File: config.mk
export PLATFORM = sky130hd
export DESIGN_NAME = pipe_stage_buf
export DESIGN_NICKNAME = d
export VERILOG_FILES = /design/src/rtl/pipe_pkg.sv /design/src/rtl/pipe_slot.sv /design/src/rtl/pipe_stage_buf.sv
export SDC_FILE = /design/constraint.sdc
export NUM_CORES = 1
export LEC_CHECK = 0
export BUFFER_PORTS_ARGS = -buffer_cell sky130_fd_sc_hd__buf_2
export CORE_MARGIN = 3
export CORE_UTILIZATION = 30
export CTS_BUF_LIST = sky130_fd_sc_hd__clkbuf_8
export CTS_CLUSTER_DIAMETER = 120
export DETAILED_ROUTE_END_ITERATION = 16
export PLACE_DENSITY_LB_ADDON = 0.3
export SETUP_SLACK_MARGIN = 0.3
export SKIP_LAST_GASP = 1
export SLEW_MARGIN = 25
export SYNTH_ARGS = -nofsm -noshare
export SYNTH_HDL_FRONTEND = slang
export SYNTH_SLANG_ARGS = --single-unit
File: constraint.sdc
create_clock -name clk -period 3.9 [get_ports clk]
set_clock_uncertainty 0.15 [all_clocks]
set_input_delay 0.975 -clock clk [delete_from_list [all_inputs] [get_ports clk]]
set_output_delay 0.975 -clock clk [all_outputs]
set_load 0.1 [all_outputs]
File: src/rtl/pipe_pkg.sv
// Shared types and helpers for the elastic pipeline stage buffer.
package pipe_pkg;

  typedef struct packed {
    logic freeze;
    logic flush;
  } pipe_ctrl_t;

  localparam logic PIPE_RST_DATA = '0;

  function automatic int clog2(input int n);
    int r;
    r = 0;
    while ((1 << r) < n) r++;
    return r;
  endfunction

endpackage

File: src/rtl/pipe_slot.sv
// One valid+data register of the elastic buffer with local
// advance/ready handshake logic.
module pipe_slot
  import pipe_pkg::*;
#(
  parameter int DATA_W = 32
) (
  input  logic              clk,
  input  logic              rst,
  input  pipe_ctrl_t        ctrl,
  input  logic              load_valid,
  input  logic [DATA_W-1:0] load_data,
  input  logic              next_ready,
  output logic              valid,
  output logic              ready,
  output logic [DATA_W-1:0] data
);
  logic advance;

  assign advance = valid && next_ready;
  assign ready   = !valid || advance;

  always_ff @(posedge clk or negedge rst) begin
    if (!rst) begin
      valid <= 1'b0;
      data  <= {DATA_W{PIPE_RST_DATA}};
    end else if (ctrl.flush) begin
      valid <= 1'b0;
    end else if (!ctrl.freeze) begin
      if (load_valid && ready) begin
        valid <= 1'b1;
        data  <= load_data;
      end else if (advance) begin
        valid <= 1'b0;
      end
    end
  end

endmodule

File: src/rtl/pipe_stage_buf.sv
// Elastic valid/ready pipeline buffer: DEPTH slots, freeze, flush, count.
// Define PIPE_SKID_EN to add a registered-ready input skid entry.
module pipe_stage_buf
  import pipe_pkg::*;
#(
  parameter int DATA_W = 32,
  parameter int DEPTH  = 1,
  parameter int CNT_W  = clog2(DEPTH + 2)
) (
  input  logic              clk,
  input  logic              rst,
  input  logic              flush,
  input  logic              freeze,
  input  logic              in_valid,
  output logic              in_ready,
  input  logic [DATA_W-1:0] in_data,
  output logic              out_valid,
  input  logic              out_ready,
  output logic [DATA_W-1:0] out_data,
  output logic [CNT_W-1:0]  count
);
  pipe_ctrl_t        ctrl;
  logic              hold;
  logic              head_go;
  logic [DEPTH-1:0]  valid;
  logic [DEPTH-1:0]  ready;
  logic [DEPTH-1:0]  next_ready;
  logic [DEPTH-1:0]  load_valid;
  logic [DATA_W-1:0] load_data [DEPTH];
  logic [DATA_W-1:0] data [DEPTH];
  logic              src_valid;
  logic [DATA_W-1:0] src_data;
  logic              in_fire;
  logic              out_fire;

  assign ctrl      = '{freeze: freeze, flush: flush};
  assign hold      = ctrl.freeze || ctrl.flush;
  assign head_go   = out_ready && !hold;
  assign in_fire   = in_valid && in_ready;
  assign out_valid = valid[DEPTH-1] && !ctrl.freeze;
  assign out_data  = data[DEPTH-1];
  assign out_fire  = valid[DEPTH-1] && head_go;

  for (genvar i = 0; i < DEPTH; i++) begin : g_slot
    if (i == 0) begin : g_src
      assign load_valid[i] = src_valid;
      assign load_data[i]  = src_data;
    end else begin : g_chain
      assign load_valid[i] = valid[i-1] && ready[i];
      assign load_data[i]  = data[i-1];
    end
    // a slot may move when any slot ahead is empty or the head drains
    if (i == DEPTH - 1) begin : g_head
      assign next_ready[i] = head_go;
    end else begin : g_body
      assign next_ready[i] = head_go || !(&valid[DEPTH-1:i+1]);
    end
    pipe_slot #(.DATA_W(DATA_W)) u_slot (
      .clk        (clk),
      .rst        (rst),
      .ctrl       (ctrl),
      .load_valid (load_valid[i]),
      .load_data  (load_data[i]),
      .next_ready (next_ready[i]),
      .valid      (valid[i]),
      .ready      (ready[i]),
      .data       (data[i])
    );
  end

`ifdef PIPE_SKID_EN
  logic              skid_valid;
  logic [DATA_W-1:0] skid_data;

  assign in_ready  = !skid_valid && !hold;
  assign src_valid = skid_valid || in_fire;
  assign src_data  = skid_valid ? skid_data : in_data;

  always_ff @(posedge clk or negedge rst) begin
    if (!rst) begin
      skid_valid <= 1'b0;
      skid_data  <= {DATA_W{PIPE_RST_DATA}};
    end else if (ctrl.flush) begin
      skid_valid <= 1'b0;
    end else if (!ctrl.freeze) begin
      if (in_fire && !ready[0]) begin
        skid_valid <= 1'b1;
        skid_data  <= in_data;
      end else if (skid_valid && ready[0]) begin
        skid_valid <= 1'b0;
      end
    end
  end
`else
  assign in_ready  = ready[0] && !hold;
  assign src_valid = in_fire;
  assign src_data  = in_data;
`endif

  always_ff @(posedge clk or negedge rst) begin
    if (!rst) begin
      count <= '0;
    end else if (ctrl.flush) begin
      count <= '0;
    end else if (!ctrl.freeze) begin
      count <= count + CNT_W'(in_fire) - CNT_W'(out_fire);
    end
  end

endmodule

==> results.yml <==
drt:
  drc: 0
  vias: 1014
  drt_first_pass_iters: 4
  viasPerCell: 4.35
  drt-total-wl_mm: 3.06
  drtAntennaViolNets: 0
  drtIter0Drc: 22
  wire_per_inst_microns: 13.1
pwr:
  seqPwrFrac: 0.325
  p_int_uw: 700
  comb_power_share: 0.518
  cellLeakagePower_nw: 1.11
  power_switching_uw: 745
  clockPowerShare: 0.157
  ir_worst_vdd_mv: 0.309
  p_per_area_nw_per_um2: 718
  switching_share: 0.515
floorplanning:
  start_util: 0.319
  chipWidth_microns: 78.1
  die-height_microns: 78.1
  fp-row-count: 25
  die_area_sq_um: 6100
  ioPinCount: 74
  core_sq_um: 4880
timing:
  tns_ps: 0
  rsz0062_at_grt: "false"
  drv_slew: 0
  whs_ps: 352
  hold_viol: 0
  period_minus_slack_ps: 2880
  fmax_mhz: 347
  tightest_slew_ps: 787
  timing.slew.headroom: 0.476
  setup_viol: 0
  timing.final.crit_share: 0.739
global_route:
  grt_use_total: 0.106
  first_global_vias: 1122
  gr-total-overflow: 0
  grt_first_pass_wirelength_mm: 5.13
  grt_max_degree: 36
  grt_antenna_before_repair: 0
critical_path:
  rrSetupSlack_ps: 1410
  ff2ff_path_depth: 8
  path_class: "in2reg"
  crit_path_end_kind: "flip-flop"
  critPathLaunch: "freeze"
  cp.required_ps: 3950
  endpoint: "count[1]$_DFFE_PN0P_"
  crit_arrival_ps: 2930
  r2r_start: "g_slot[0].u_slot.valid$_DFFE_PN0P_"
  start_kind: "input pin"
  reg2reg_to: "count[1]$_DFFE_PN0P_"
  worstPathMaxFanout: 8
status:
  status: "complete, no violations"
clocking:
  hold_buffers: 0
  htree_levels: 2
  post_cts.repair.setup_buffers: 0
  worst_skew_pair.late_latency_ps: 280
  root_buffer: "clkbuf_8"
  cts_made_buffers: 5
  clk_pin_slew_ps: 70
  cts_tree: "yes"
  clockBufferDepth: 2
  cts-resized-gates: 0
  cts_sinks: 35
cells_and_area:
  final_cell_mix: "buf_2 (73), dfrtp_1 (35), mux2_4 (29), clkbuf_8 (5)"
  n_fill_cell: 483
  n_antenna_cell: 0
  final_nets: 207
  areaGrowthSynthToFinish_pct: 29.1
  instances_no_fill: 233
  final_common_cell: "buf_2"
  fin_util: 0.412
  layout-drive-gt1-share: 0.699
placement:
  place.gp.congestion: 0.621
  dp_cells: 227
  port_buffers: 73
  dp_hpwl_mm: 2.19
logic_synthesis:
  synth_cell_types: 19
  ys_seq_area_frac: 0.562
  yosys_warnings: 0
  avgSynthCellArea_sq_um: 17.1
  ys_ff_latch: 35
  syn_nets: 131
  synthCells: 91
  synth_area_sq_um: 1560
worst_hold_path:
  min_path_type: "reg2reg"
job:
  maxCapViolations: 0
==> sequential cells by signal, indices dropped and copies added, names as in the netlist <==
name and flops:
count 2, g_slot.u_slot.valid 1, g_slot.u_slot.data 32
==> worst min-delay path by stage <==
stage	from	to	slack, ps	cells past startpoint
after global placement	g_slot[0].u_slot.data[27]$_DFFE_PN0P_	g_slot[0].u_slot.data[27]$_DFFE_PN0P_	340	1
final	g_slot[0].u_slot.data[4]$_DFFE_PN0P_	g_slot[0].u_slot.data[4]$_DFFE_PN0P_	350	1
after detailed placement	g_slot[0].u_slot.data[4]$_DFFE_PN0P_	g_slot[0].u_slot.data[4]$_DFFE_PN0P_	340	1
after CTS	g_slot[0].u_slot.data[4]$_DFFE_PN0P_	g_slot[0].u_slot.data[4]$_DFFE_PN0P_	360	1
after floorplan	g_slot[0].u_slot.valid$_DFFE_PN0P_	g_slot[0].u_slot.valid$_DFFE_PN0P_	380	2
after global routing	g_slot[0].u_slot.data[4]$_DFFE_PN0P_	g_slot[0].u_slot.data[4]$_DFFE_PN0P_	360	1
==> power groups by stage <==
stage	sequential [mW]	clock [mW]	combinational [mW]
finish	0.470	0.227	0.748
detailed placement	0.475	0	0.751
global placement	0.471	0	0.748
floorplan	0.983	0	0.128
global route	0.478	0.259	0.767
CTS	0.470	0.246	0.752
==> synth_stat cells <==
library cell	count	area, sq um
a21oi_1	2	10.0
and2b_2	1	8.76
buf_12	3	60.1
buf_6	2	22.5
dfrtp_1	35	876
ha_1	2	25.0
inv_1	2	7.51
mux2_2	3	33.8
mux2_4	29	435
mux2i_1	1	10.0
nand2_1	1	3.75
nand2b_4	1	13.8
nor2_1	1	3.75
nor2b_1	1	6.26
nor3_1	2	10.0
o21ai_0	2	10.0
or3_1	1	6.26
or3_2	1	7.51
xnor2_1	1	8.76
==> per-stage QoR <==
stage                     total power, mW  worst slack [ps]  instance area, sq um
final                                1.44              1020                  2010
after CTS                            1.47              1030                  2010
after detailed placement             1.23               711                  1940
after global placement               1.22               851                  1940
after floorplan                      1.11               465                  1560
after global routing                 1.50               949                  2010
==> area by class of cell <==
class,instances,area (sq um),share of cell area
sequential,35,876,0.435
multi-input combinational,49,599,0.298
timing repair buffer,74,373,0.185
tap,67,83.8,0.0417
clock buffer,5,68.8,0.0342
inverter,2,7.51,0.00373
clock inverter,1,3.75,0.00187
==> layer usage <==
layer,vias up,routed length (microns),GRT usage
met4,0,59,0.0367
met5,-,0,0
met1,476,1320,0.132
li1,465,-,-
met2,66,1340,0.167
met3,7,330,0.0447
==> critical path: stages <==
cell      delay (ps)
buf_2            150
nand2b_4         150
or3_2            430
ha_1             290
inv_1             40
ha_1             180
xnor2_1          140
or3_2            420
a21oi_1          170
==> logic make-up after synthesis <==
family | count (synthesis) | share of synthesized area
xor gates and xnor gates | 1 | 0.00562
and+or+nand+nor | 9 | 0.0385
AOI/OAI and AO/OA | 4 | 0.0128
DFF | 35 | 0.562
buffers and inverters | 7 | 0.0578
adders and majority gates | 2 | 0.0160
muxes | 33 | 0.307
(Power assumes the default switching activity.)
